--- src/rtl/pipe_ctrl_pkg.sv ---
// Shared types and constants for the pipeline hazard controller.
// The multiply-latency default and statistics width live here so the top and bench agree.
package pipe_ctrl_pkg;

    typedef enum logic [0:0] {
        ST_RUN      = 1'b0,
        ST_MUL_WAIT = 1'b1
    } state_t;

    localparam int MUL_LAT_DEF = 32;
    localparam int STALL_W     = 16;
    localparam int MCNT_W      = 6;

endpackage

--- src/rtl/hazard_detect.sv ---
// Load-use comparator: flags an ID instruction that reads the register a load in ID/EX writes.
// Purely combinational; register 0 never creates a dependency.
module hazard_detect (
    input  logic       idex_memread,
    input  logic [4:0] idex_rt,
    input  logic [4:0] id_rs,
    input  logic [4:0] id_rt,
    input  logic       id_uses_rt,
    output logic       load_use
);

    always_comb begin
        load_use = idex_memread && (idex_rt != 5'd0) &&
                   ((idex_rt == id_rs) || (id_uses_rt && (idex_rt == id_rt)));
    end

endmodule

--- src/rtl/pipeline_hazard_ctrl.sv ---
// Pipeline hazard controller: redirect flushes, load-use bubbles and multi-cycle multiply stalls.
// Also keeps a saturating count of front-end stall cycles.
module pipeline_hazard_ctrl
    import pipe_ctrl_pkg::*;
#(
    parameter int MUL_LAT = MUL_LAT_DEF
) (
    input  logic               clk,
    input  logic               rst,
    input  logic [4:0]         id_rs,
    input  logic [4:0]         id_rt,
    input  logic               id_uses_rt,
    input  logic               idex_memread,
    input  logic [4:0]         idex_rt,
    input  logic               ex_branch_taken,
    input  logic               ex_jump,
    input  logic               ex_mul,
    input  logic               stat_clr,
    output logic               pc_write,
    output logic               ifid_write,
    output logic               ifid_flush,
    output logic               idex_flush,
    output logic               idex_hold,
    output logic               exmem_bubble,
    output logic               mul_start,
    output logic               mul_done,
    output logic               mul_busy,
    output logic [STALL_W-1:0] stall_cnt,
    output state_t             dbg_state,
    output logic [MCNT_W-1:0]  dbg_mcnt
);

    localparam logic [MCNT_W-1:0] MCNT_LAST = MCNT_W'(MUL_LAT - 1);
    localparam logic [STALL_W-1:0] STALL_MAX = '1;

    state_t            state, state_nxt;
    logic [MCNT_W-1:0] mcnt, mcnt_nxt;
    logic              load_use;
    logic              redirect;

    hazard_detect u_hazard_detect (
        .idex_memread (idex_memread),
        .idex_rt      (idex_rt),
        .id_rs        (id_rs),
        .id_rt        (id_rt),
        .id_uses_rt   (id_uses_rt),
        .load_use     (load_use)
    );

    assign redirect = ex_branch_taken | ex_jump;

    always_ff @(posedge clk or posedge rst) begin
        if (rst) begin
            state <= ST_RUN;
            mcnt  <= '0;
        end else begin
            state <= state_nxt;
            mcnt  <= mcnt_nxt;
        end
    end

    always_comb begin
        state_nxt    = state;
        mcnt_nxt     = mcnt;
        pc_write     = 1'b1;
        ifid_write   = 1'b1;
        ifid_flush   = 1'b0;
        idex_flush   = 1'b0;
        idex_hold    = 1'b0;
        exmem_bubble = 1'b0;
        mul_start    = 1'b0;
        mul_done     = 1'b0;
        mul_busy     = 1'b0;
        case (state)
            ST_RUN: begin
                // Redirect outranks a multiply so a wrong-path multiply never starts.
                if (redirect) begin
                    ifid_flush = 1'b1;
                    idex_flush = 1'b1;
                end else if (ex_mul) begin
                    mul_start    = 1'b1;
                    pc_write     = 1'b0;
                    ifid_write   = 1'b0;
                    idex_hold    = 1'b1;
                    exmem_bubble = 1'b1;
                    state_nxt    = ST_MUL_WAIT;
                    mcnt_nxt     = MCNT_W'(1);
                end else if (load_use) begin
                    pc_write   = 1'b0;
                    ifid_write = 1'b0;
                    idex_flush = 1'b1;
                end
            end
            ST_MUL_WAIT: begin
                mul_busy = 1'b1;
                if (mcnt < MCNT_LAST) begin
                    pc_write     = 1'b0;
                    ifid_write   = 1'b0;
                    idex_hold    = 1'b1;
                    exmem_bubble = 1'b1;
                    mcnt_nxt     = mcnt + MCNT_W'(1);
                end else begin
                    mul_done  = 1'b1;
                    state_nxt = ST_RUN;
                    mcnt_nxt  = '0;
                end
            end
            default: begin
                state_nxt = ST_RUN;
                mcnt_nxt  = '0;
            end
        endcase
    end

    always_ff @(posedge clk or posedge rst) begin
        if (rst) begin
            stall_cnt <= '0;
        end else if (stat_clr) begin
            stall_cnt <= '0;
        end else if (!pc_write && (stall_cnt != STALL_MAX)) begin
            stall_cnt <= stall_cnt + STALL_W'(1);
        end
    end

    assign dbg_state = state;
    assign dbg_mcnt  = mcnt;

endmodule

--- config.mk ---
export PLATFORM = sky130hd
export DESIGN_NAME = pipeline_hazard_ctrl
export DESIGN_NICKNAME = d
export VERILOG_FILES = /design/src/rtl/pipe_ctrl_pkg.sv /design/src/rtl/hazard_detect.sv /design/src/rtl/pipeline_hazard_ctrl.sv
export SDC_FILE = /design/constraint.sdc
export NUM_CORES = 1
export LEC_CHECK = 0
export CAP_MARGIN = 20
export CORE_MARGIN = 1
export CORE_UTILIZATION = 40
export DETAILED_ROUTE_END_ITERATION = 7
export GPL_TIMING_DRIVEN = 0
export PLACE_DENSITY = 0.78
export SLEW_MARGIN = 20
export SYNTH_ARGS = -nofsm -noshare
export SYNTH_HDL_FRONTEND = slang
export SYNTH_SLANG_ARGS = --single-unit
--- constraint.sdc ---
create_clock -name clk -period 2.05 [get_ports clk]
set_input_delay 0.41 -clock clk [delete_from_list [all_inputs] [get_ports clk]]
set_output_delay 0.41 -clock clk [all_outputs]
set_load 0.01 [all_outputs]
======== After elaboration in Yosys (flattened, before gate mapping) ========
Index checks and enable logic that the tools add are counted.
W data, S select, Z words.
word-level totals
  logic and storage cells ................. 46
  bits in read-only memories .............. 0
  input port bits ......................... 23
  memories kept ........................... 0
  memory bits (writable) .................. 0
  flip-flop bits (word level) ............. 23
  output and inout port bits .............. 32
  latch bits .............................. 0
cells by class
  $mul .................................... 0
  multiplexer cells ....................... 24
  equal/unequal tests ..................... 5
  bitwise logic cells ..................... 2
  $add $sub $neg .......................... 2
  divide/modulo/power cells ............... 0
  magnitude comparators ................... 1
  reduce and logical (&&, ||, !) cells .... 9
  shift operators ......................... 0
operator list
  kind                     count
  $mux W16                 2
  $mux W6                  3
  $add A16 B1 Y16 const B  1
  $mux W1                  16
  $ne A16 B16 Y1 const B   1
  $pmux W6 S2              1
  $eq A5 B5 Y1             2
  $add A6 B1 Y6 const B    1
  $lt A6 B5 Y1 const B     1
  $reduce_bool A5 Y1       1
  $logic_and A1 B1 Y1      4
  $ne A2 B2 Y1 const B     2
  $pmux W1 S2              2
  $reduce_and A2 Y1        1
  $reduce_bool A2 Y1       1
  $logic_not A1 Y1         1
  $logic_or A1 B1 Y1       1
  $not A1 Y1               1
  $or A1 B1 Y1             1

======== Longest topological paths before layout ========
Gate-level depths: netlist of run 1.
  depth in word-level cells ............... 12
  gate-level depth with buffers ........... 11
  depth with buffers taken out ............ 9

======== Hierarchy ========
From an unflattened synthesis of run 1, not the netlist that was laid out.
unflattened totals
  cell total of the unflattened synthesis .. 148
  area, all modules ....................... 1398.8 um2
modules (own cells, without submodules)
  module                cells each  area an instance (um2)  times used
  pipeline_hazard_ctrl  131         1266.2                  1
  hazard_detect         17          132.6                   1

======== Worst setup path after synthesis of run 1 ========
No wires, ideal clock.
  kind .................................... reg2out
  from .................................... register mcnt[0] (netlist: dbg_mcnt[0])
  to ...................................... output pc_write
  path buffers ............................ 3
  slack ................................... -0.281 ns
  data required time ...................... 1.640 ns
  cell stages (with the launch flop) ...... 11
  arrival ................................. 1.921 ns
  path through ............................ dfrtp_1 -> ha_1 -> a41oi_2 -> or2b_2 -> inv_2 -> nor2_4 -> a31o_4 -> inv_4 -> buf_6 -> buf_12 -> buf_4
on the way
  cells in the longest elaborated chain, start to end .. 3
RTL lines
  item                      RTL line                    RTL
  start: declaration        pipeline_hazard_ctrl.sv:37  logic [MCNT_W-1:0] mcnt, mcnt_nxt;
  start signal: assignment  pipeline_hazard_ctrl.sv:58  mcnt <= mcnt_nxt;
  $lt A6 B5 Y1              pipeline_hazard_ctrl.sv:96  if (mcnt < MCNT_LAST) begin
  $mux W1                   n/a
  $pmux W1 S2               n/a
  end: declaration          pipeline_hazard_ctrl.sv:19  output logic pc_write,
No other way between the ends.

======== Final worst setup path of run 1 ========
  from .................................... register mcnt[1] (netlist: dbg_mcnt[1])
  to ...................................... output pc_write
on the way
  cells in the longest elaborated chain, start to end .. 3
RTL lines
  item          RTL line                    RTL
  $lt A6 B5 Y1  pipeline_hazard_ctrl.sv:96
  $mux W1       pipeline_hazard_ctrl.sv:96
  $pmux W1 S2   pipeline_hazard_ctrl.sv:74  case (state)
No other way between the ends.

==> metrics, run 1 <==
status=complete, but fails checks; failing checks=negative setup slack; Crit path arrival time=~2000 ps; TritonCTS Buffers=3; Final Cell Area=2417 µm²; DIE AREA=around 4100 µm²; fill count=310; final global-route overflow total=0; Max Buffers Root-to-Sink=2; # IOs=55; GP Congestion=0.8141; core area=approximately 3700 µm²; CTS root buffer=clkbuf_8; Post-Syn Area per Cell=~9.6 µm²; Synth top area share=37.61%; largest net degree at the start of global routing=24; final worst setup slack=-325.8 ps; Final Cycle Share=115.9%; CP required=about 1600 ps; Max Fclk=420.9 MHz; endpoint class of the critical path=primary output; CTS tree=built; final WL=4276 µm; max-slew violation count=0; synth unique cells=47; synth top area cells=dfrtp_1 (38%), or4_1 (5.9%), xnor2_1 (5.7%); vias in the first global route=around 1500; dpl cell area=between 2000 and 2500 µm²; Initial Util=around two fifths; die height=63.85 µm; crit path time final=roughly 2400 ps; worst vdd ir=about 700 µV; clock latency on the worst-skew pair=approximately 270 ps; worst setup path start=dbg_mcnt[1]; slew margin rel.=a little over two fifths; CP Launch Type=register; Hold WS=510.3 ps; Critical Path Fanout Max=4; Mapped Cells=160; Synth Flop Type=dfrtp_1; commonest non-fill, non-tap cells in the layout=clkdlybuf4s50_1 (30), buf_4 (20), dfrtp_1 (20), nand3_1 (11); worst hold path class=primary input to register; routed len/inst=15.22 µm; Final Hold Viols=0; worst setup path category=register to primary output; final setup fails=12; row count=22; synth-to-layout area growth=57.97%; slew at the pin closest to its max-slew limit=about 850 ps; Yosys top cell by area=dfrtp_1; Sink Count=23; # placed instances=approximately 260; I/O Buffers=between 50 and 60; reg2reg start=dbg_mcnt[0]; Tot GR Track Use=a little over a fifth; most common cell after layout, fill and taps aside=clkdlybuf4s50_1; initial antenna violation count=0; min-delay src=stat_clr; RSZ-0062 raised after global routing=true; Pwr Density=923.3 nW/µm²; Die X=roughly 64 µm; Iter 0 DRT Violations=58; Routed Antenna Nets=0; synth warn=0; NumNets Final=roughly 260; Yosys reg bits=23; DR vias=between 1500 and 2000; FFs w/ async S/R, synth=100.0%; TritonRoute pass-1 iters=7; sequential area share after synthesis=roughly 38%; Vias/cell=approximately 5.6; Leakage=just over 0.9 nW; first-pass GRT wire length=7017 µm; placed wire-length estimate=about 2800 µm; htree depth=1; DRC=0; Cell Area, Synth=around 1500 µm²; layout cells sized above 1=about two fifths; hold_buf cts=0; maxcap violations=0; Post-synth EDFFs=0; ant diodes=0; Worst-path clk slew=about 90 ps; syn nets=approximately 190; Clock Skew=roughly 1.7 ps; non-filler cells, final=281
-- repair_timing --
action	4_1_cts	5_1_grt
resized for setup	71	35
endpoints found under the setup margin	23	22
gates cloned	0	0
buffers inserted	15	3
pin swaps	24	20
-- final timing paths --
check,to,slack (ps),cells past startpoint
min,stall_cnt[14],510,2
min reg2reg,dbg_mcnt[5],590,2
max reg2reg,stall_cnt[15],-160,11
max in group asynchronous,stall_cnt[6],870,2
min in group asynchronous,dbg_mcnt[2],600,2
max,pc_write,-330,11
-- metrics by stage --
stage                     setup WS (ps)  setup TNS, ps  total power, W  util (%)
after floorplan                  -142.2         -200.3        0.001247         -
after global placement            -1213         -11390        0.001691     58.27
after detailed placement          -1224         -11720        0.001705     58.27
after CTS                        -323.5          -1046        0.002144     63.64
after global routing             -395.5          -2500        0.002360     66.03
final                            -325.8          -1142        0.002232     66.03
-- synth_stat cells, types with 3 or more instances --
master / instances
o21ai_1: 3
buf_6: 3
o31ai_1: 10
or4_1: 12
xnor2_1: 10
dfrtp_1: 23
nor2_1: 6
nand4_1: 5
and3_4: 3
nand3_1: 11
nand2_1: 10
o21ai_0: 4
nor2b_1: 3
a21oi_1: 15
buf_4: 4
-- report_power, final --
| part | switching (W) | total, W | internal, W |
|---|---|---|---|
| Sequential | 0.000121 | 0.000659 | 0.000539 |
| Clock | 0.000164 | 0.000302 | 0.000138 |
| Combinational | 0.000565 | 0.00127 | 0.000706 |
-- cell families after synthesis --
| logic type | after synthesis | synth area share (%) |
|---|---|---|
| AOI/OAI and AO/OA | 43 | 19.22 |
| adders and majority gates | 2 | 1.635 |
| muxes | 3 | 2.371 |
| and+or+nand+nor | 65 | 26.33 |
| xor gates and xnor gates | 10 | 5.723 |
| buffers and inverters | 14 | 7.113 |
| DFF | 23 | 37.61 |
-- registers in the layout, indices dropped and copies added (netlist names) --
signal / cells
dbg_mcnt: 6
dbg_state: 1
stall_cnt: 16
-- worst max-delay path, stage by stage, from the launching register on --
cell and delay [ps]:
dfrtp_1 400, ha_4 150, a41oi_2 100, or2b_4 300, inv_4 70, nor2_4 30
a31o_4 220, inv_4 50, buf_8 90, buf_12 100, buf_6 80, buf_6 80
-- layout make-up --
cell class	count	area, µm²	area share, %
clock buffers	3	41.29	1.708
multi-input cells	123	1017	42.08
flip-flops and latches	23	579.3	23.96
repair buffers	70	604.3	25.00
clock inverters	1	7.507	0.3106
plain buffers	9	87.58	3.623
well taps	48	60.06	2.484
inverters	4	20.02	0.8282
-- routing by layer --
layer  routed length (µm)  up-vias  global-route usage, %  share of wire, %
met3                  229        7                  4.286               5.4
met1                 1937      771                  26.64                45
met2                 2078       57                  39.49                49
li1                     -      743                      -                 -
met4                   31        0                  4.261              0.72
met5                    0        -                      0                 0
(Power assumes the default switching activity.)
==> run 2: changes to the inputs <==
CORE_MARGIN = 2   (was 1)
CORE_UTILIZATION = 45   (was 40)
PLACE_DENSITY = 0.82   (was 0.78)
clock period = 2.4 ns   (was 2.05 ns; I/O delays follow)
==> run 2 against run 1 <==
The run still ends with negative setup slack left. Utilization up 2.8 points. Wire length down 8.9%. Setup slack better by 270 ps. Clock skew up 1.1 ps. Sequential power down 14%. Via count down 4.4%. Global-route usage down 1.8 points. Combinational power down 20%. Register-to-register slack better by 260 ps. Count of clock-buffer cells in the layout up 1. Largest power group unchanged. Highest routed layer unchanged.
==> metrics, run 2 (synthesis results as in run 1) <==
worst hold path class=primary input to register; Final Hold Viols=0 (unchanged); internal power=0.001101 W (-20%); maxcap violations=0 (unchanged); DR vias=1508 (-4.4%); Critical Path Fanout Max=4 (unchanged); Vias/cell=5.565 (-0.91%); most common cell after layout, fill and taps aside=clkdlybuf4s50_1; htree depth=1 (unchanged); Pwr Density=780.9 nW/µm² (-15%); Routed Antenna Nets=0 (unchanged); final worst setup slack=-58.61 ps (+267.2 ps); core area=3311 µm² (-9.6%); Sw Ratio=38.11% (about the same); DIE AREA=3883 µm² (-4.8%); Sink Count=23 (unchanged); Clk network pwr share=10.8% (-2.7 points); Tot GR Track Use=19.99% (-1.8 points); cell mode on critical path=buf_6; CTS root buffer=clkbuf_4; clock latency on the worst-skew pair=320 ps (+50 ps); CP Launch Type=primary input; Max Buffers Root-to-Sink=2 (unchanged); first-pass GRT wire length=6389 µm (-8.9%); largest net degree at the start of global routing=24 (unchanged); endpoint class of the critical path=primary output; TritonCTS Buffers=3 (unchanged); Hold WS=518.9 ps (+8.577 ps); CTS tree=built; TritonRoute pass-1 iters=4 (-3); combinational share of power=57.3% (+0.4 points); status=complete, but fails checks; ant diodes=0 (unchanged); worst setup path category=primary input to primary output; Overall Power=0.001778 W (-20%); NumNets Final=251 (-3.1%); Leakage=0.9310 nW (+1.1%); commonest non-fill, non-tap cells in the layout=clkdlybuf4s50_1 (34), dfrtp_1 (22), a21oi_1 (13), buf_4 (12), nand3_1 (11); Biggest register=stall_cnt; Initial Util=46.22% (+4.4 points); Final Cycle Share=102.4%; failing checks=negative setup slack; max incr delay on CP=440 ps (+40 ps); placed wire-length estimate=2683 µm (-2.8%); row count=21 (-4.5%); final setup fails=1 (-11); vias in the first global route=1427 (-5.5%); Crit path arrival time=1980 ps (about the same); # IOs=55 (unchanged); max FFs per register=16 (unchanged); non-filler cells, final=271 (-3.6%); synth-to-layout area growth=48.81%; I/O Buffers=53 (unchanged); # placed instances=259 (-0.77%); slew at the pin closest to its max-slew limit=859.9 ps (+11.73 ps); CP required=1920 ps (+280 ps); power share of the sequential group=31.9% (+2.4 points); die height=62.32 µm (-2.4%); initial antenna violation count=0 (unchanged); layout cells sized above 1=23.56% (-15 points); max-slew violation count=0 (unchanged); RSZ-0062 raised after global routing=true; final WL=3897 µm (-8.9%); Die X=62.32 µm (-2.4%); final global-route overflow total=0 (unchanged); Slowest-stage cell, CP=or4_4; Max Fclk=~410 MHz; Iter 0 DRT Violations=69 (+19%); crit path time final=about 2500 ps; Worst-path clk slew=130 ps (+40 ps); P_sw=0.0006777 W (-20%); worst vdd ir=523.3 µV (-26%); GP Congestion=0.7844 (-3.6%); DRC=0 (unchanged); slew margin rel.=42.61% (-0.78 points); Critical Path, Cell by Cell=dlygate4sd2_1 > or4_4 > o21ai_4 > nor3_2 > a31o_4 > inv_8 > buf_12 > buf_6 > buf_6; routed len/inst=14.38 µm (-5.5%); Clock Skew=2.833 ps (+1.091 ps)
run 2: cell types whose count changed in the layout (fill, tap and decap cells not counted), sizes merged, moves of 2 or more:
cell / delta
buf: -11
dlymetal6s2s: +8
clkbuf: -5
clkdlybuf4s15: -5
clkdlybuf4s50: +4
dlygate4sd2: +2
run 2: area by class of cell:
type	instances	area [µm²]
tap	46	57.56
sequential	23	576.8
inverter	4	25.02
buffer	9	83.83
fill	290	1033
timing repair buffer	62	594.3
clock buffer	4	26.28
multi-input combinational	123	913.4
run 2: repair_timing:
| action | in CTS | in global routing |
|---|---|---|
| gates cloned | 0 | 0 |
| endpoints found under the setup margin | 7 | 15 |
| pin swaps | 5 | 16 |
| gates resized for setup | 40 | 17 |
| hold buffers | 0 | 0 |
| setup buffers | 6 | 3 |
run 2: final timing paths:
kind	from	end	slack, ps	depth (start not counted)
hold reg to reg	stall_cnt[4]	stall_cnt[4]	590	2
setup / recovery	idex_rt[0]	pc_write	-60	9
hold / removal	stat_clr	stall_cnt[10]	520	2
min in group asynchronous	rst	dbg_mcnt[2]	610	2
max in group asynchronous	rst	dbg_mcnt[0]	1210	2
setup reg to reg	dbg_mcnt[0]	stall_cnt[12]	100	11
run 2: critical path, delay by kind of cell:
kind	cells	cell delay [ps]
buffers and inverters	5	600
and+or+nand+nor	2	500
AOI/OAI and AO/OA	2	390
run 2: per-layer routing:
metal  track usage (%)  up-vias  part of all wire, %
met3             4.529        3                  6.1
met4             4.167        0                 0.69
met5                 0        -                    0
met1             25.06      721                   43
li1                  -      734                    -
met2             35.33       50                   50
run 2: through the flow:
stage | worst slack (ps) | TNS, ps | area (µm²) | util, %
after floorplan | 11.63 | 0 | 1531 | -
after detailed placement | -1021 | -6356 | 2120 | 64.02
after CTS | -108.3 | -112.5 | 2202 | 66.52
after global placement | -1014 | -5903 | 2120 | 64.02
after global routing | -127.8 | -238.4 | 2277 | 68.78
final | -58.61 | -58.61 | 2277 | 68.78
run 2: power groups by stage:
stage          Combinational (W)  Clock, W  Sequential (W)
6_report                 0.00102  0.000192        0.000567
5_1_grt                  0.00111  0.000209        0.000579
4_1_cts                 0.000973  0.000191        0.000564
3_5_place_dp            0.000863         0        0.000578
3_3_place_gp            0.000849         0        0.000577
2_1_floorplan           0.000467         0        0.000587
==> run 3: changes to the inputs <==
CELL_PAD_IN_SITES_DETAIL_PLACEMENT = 1   (was default)
CELL_PAD_IN_SITES_GLOBAL_PLACEMENT = 1   (was default)
CORE_UTILIZATION = 33   (was 45)
==> run 3 against run 2 <==
The run now ends clean. Wire length increased by 18%. Sequential power increased by 1%. Maximum frequency increased by 4.9%. Sequential share of layout area decreased by 0.44 points. Count of clock-buffer cells in the layout decreased by 1. Setup slack improved by 110 ps. Sequential cell count unchanged. Critical endpoint is now stall_cnt[4]. Largest power group unchanged.
==> metrics, run 3 (synthesis results as in run 1) <==
RSZ-0062 raised after global routing=true; synth-to-layout area growth=51.43%; slew at the pin closest to its max-slew limit=914.8 ps (+54.87 ps); GP Congestion=0.7452 (-5.0%); worst vdd ir=544.9 µV (+4.1%); row count=24 (+14%); # placed instances=265 (+2.3%); crit path time final=2344 ps (-114.7 ps); maxcap violations=0 (unchanged); DRC=0 (unchanged); hold endpoint=dbg_mcnt[5]; worst reg-to-reg setup slack=70 ps (-30 ps); cell mode on critical path=buf_4; endpoint class of the critical path=register; Biggest register=stall_cnt; most common cell after layout, fill and taps aside=clkdlybuf4s50_1; CTS tree=built; final WL=4612 µm (+18%); core area=4414 µm² (+33%); final setup fails=0 (-1); TritonCTS Buffers=3 (unchanged); Worst-path clk slew=90 ps (-40 ps); Leakage=0.8993 nW (-3.4%); layout cells sized above 1=27.07% (+3.5 points); # IOs=55 (unchanged); max FFs per register=16 (unchanged); CP required=2590 ps (+670 ps); Die X=72.10 µm (+16%); Final Cycle Share=97.66% (-4.8 points); DR vias=1536 (+1.9%); worst setup path category=primary input to register; die height=72.10 µm (+16%); vias in the first global route=1661 (+16%); clock latency on the worst-skew pair=260 ps (-60 ps); CTS root buffer=clkbuf_8; Iter 0 DRT Violations=52 (-25%); NumNets Final=255 (+1.6%); pre-CTS WS=-1123 ps (-102.8 ps); Vias/cell=5.466 (-1.8%); reg2reg start=dbg_mcnt[0]; Routed Antenna Nets=0 (unchanged); largest net degree at the start of global routing=24 (unchanged); non-filler cells, final=281 (+3.7%); hold_buf cts=0 (unchanged); Max Buffers Root-to-Sink=2 (unchanged); Final Util=52.49% (-16 points); slew margin rel.=38.95% (-3.7 points); ant diodes=0 (unchanged); htree depth=1 (unchanged); first-pass GRT wire length=7817 µm (+22%); Final Hold Viols=0 (unchanged); routed len/inst=16.41 µm (+14%); max incr delay on CP=500 ps (+60 ps); commonest non-fill, non-tap cells in the layout=clkdlybuf4s50_1 (33), dfrtp_1 (22), buf_4 (17), dlygate4sd2_1 (12); Slowest-stage cell, CP=or4_1; worst hold path class=register to register; Critical Path Fanout Max=10 (+6); min-delay src=dbg_mcnt[5]; status=finished clean; worst hold stages=2 (unchanged); final global-route overflow total=0 (unchanged); CP Launch Type=primary input; final worst setup slack=56.06 ps (+114.7 ps); I/O Buffers=53 (unchanged); RR Endpoint=stall_cnt[4]; TritonRoute pass-1 iters=4 (unchanged); Initial Util=34.67% (-12 points); Clock Skew=1.600 ps (-1.233 ps); Crit path arrival time=2530 ps (+550 ps); worst reg2reg path depth=12 (+1); Tot GR Track Use=18.78% (-1.2 points); Pwr Density=790.3 nW/µm² (+1.2%); initial antenna violation count=0 (unchanged); Max Fclk=426.6 MHz (+4.9%); Overall Power=0.001831 W (+3.0%); placed wire-length estimate=3263 µm (+22%); Sink Count=23 (unchanged); Critical Path, Cell by Cell=clkdlybuf4s50_1 > xnor2_1 > nand2_1 > o22ai_2 > a31o_4 > inv_4 > buf_4 > buf_4 > buf_6 > or4_1 > a21oi_1; DIE AREA=5198 µm² (+34%); max-slew violation count=0 (unchanged)
[run 3: cell count changes in the layout (fill, tap and decap cells not counted), moves of 2 or more]
cell / delta
clkbuf_8: +3
a21oi_2: +2
clkbuf_4: -3
a21oi_1: -2
dlygate4sd2_1: +7
buf_4: +5
buf_8: +2
dlymetal6s2s_1: -7
[run 3: worst max path at each step]
stage / end / startpoint / depth (start not counted)
final: stall_cnt[4] / id_rt[0] / 11
after global routing: stall_cnt[4] / dbg_mcnt[0] / 12
after CTS: pc_write / id_rs[3] / 10
after detailed placement: pc_write / idex_rt[0] / 10
after global placement: pc_write / idex_rt[0] / 10
after floorplan: pc_write / dbg_mcnt[1] / 10
[run 3: area by class of cell]
cell class / instances / area [µm²]
fill: 505 / 2097
multi-input combinational: 123 / 924.6
timing repair buffer: 67 / 616.8
sequential: 23 / 576.8
buffer: 8 / 67.56
tap: 52 / 65.06
clock buffer: 3 / 41.29
inverter: 4 / 20.02
clock inverter: 1 / 5.005
[run 3: what timing repair did]
item / in CTS / in global routing
buffers inserted: 10 / 4
resized for setup: 61 / 6
gates cloned: 0 / 0
setup endpoints to repair: 17 / 6
pin swaps: 17 / 17
[run 3: critical path, delay by kind of cell]
family                 cells  cell delay (ps)
AND/OR/NAND/NOR            2              580
buffers and inverters      5              870
XOR/XNOR                   1              110
AO/OA/AOI/OAI              3              490
[run 3: metrics by stage]
stage / hold WS, ps / setup TNS [ps] / cell area [µm²]
after floorplan: 481.9 / 0 / 1531
after global placement: 561.1 / -6353 / 2127
after detailed placement: 566.4 / -7727 / 2127
after CTS: 595.0 / -133.0 / 2293
after global routing: 639.6 / -238.4 / 2317
final: 579.3 / 0 / 2317
[run 3: power breakdown]
group | internal, W | switching, W
Clock | 0.000116 | 0.000135
Sequential | 0.000460 | 0.000115
Combinational | 0.000560 | 0.000445
Total | 0.00114 | 0.000695
[run 3: layer usage]
layer / global-route usage, % / vias to the layer above / part of all wire [%]
li1: - / 739 / -
met1: 24.63 / 755 / 46
met2: 33.64 / 42 / 49
met3: 2.500 / 0 / 4.2
met4: 2.516 / 0 / 0
met5: 0 / - / 0
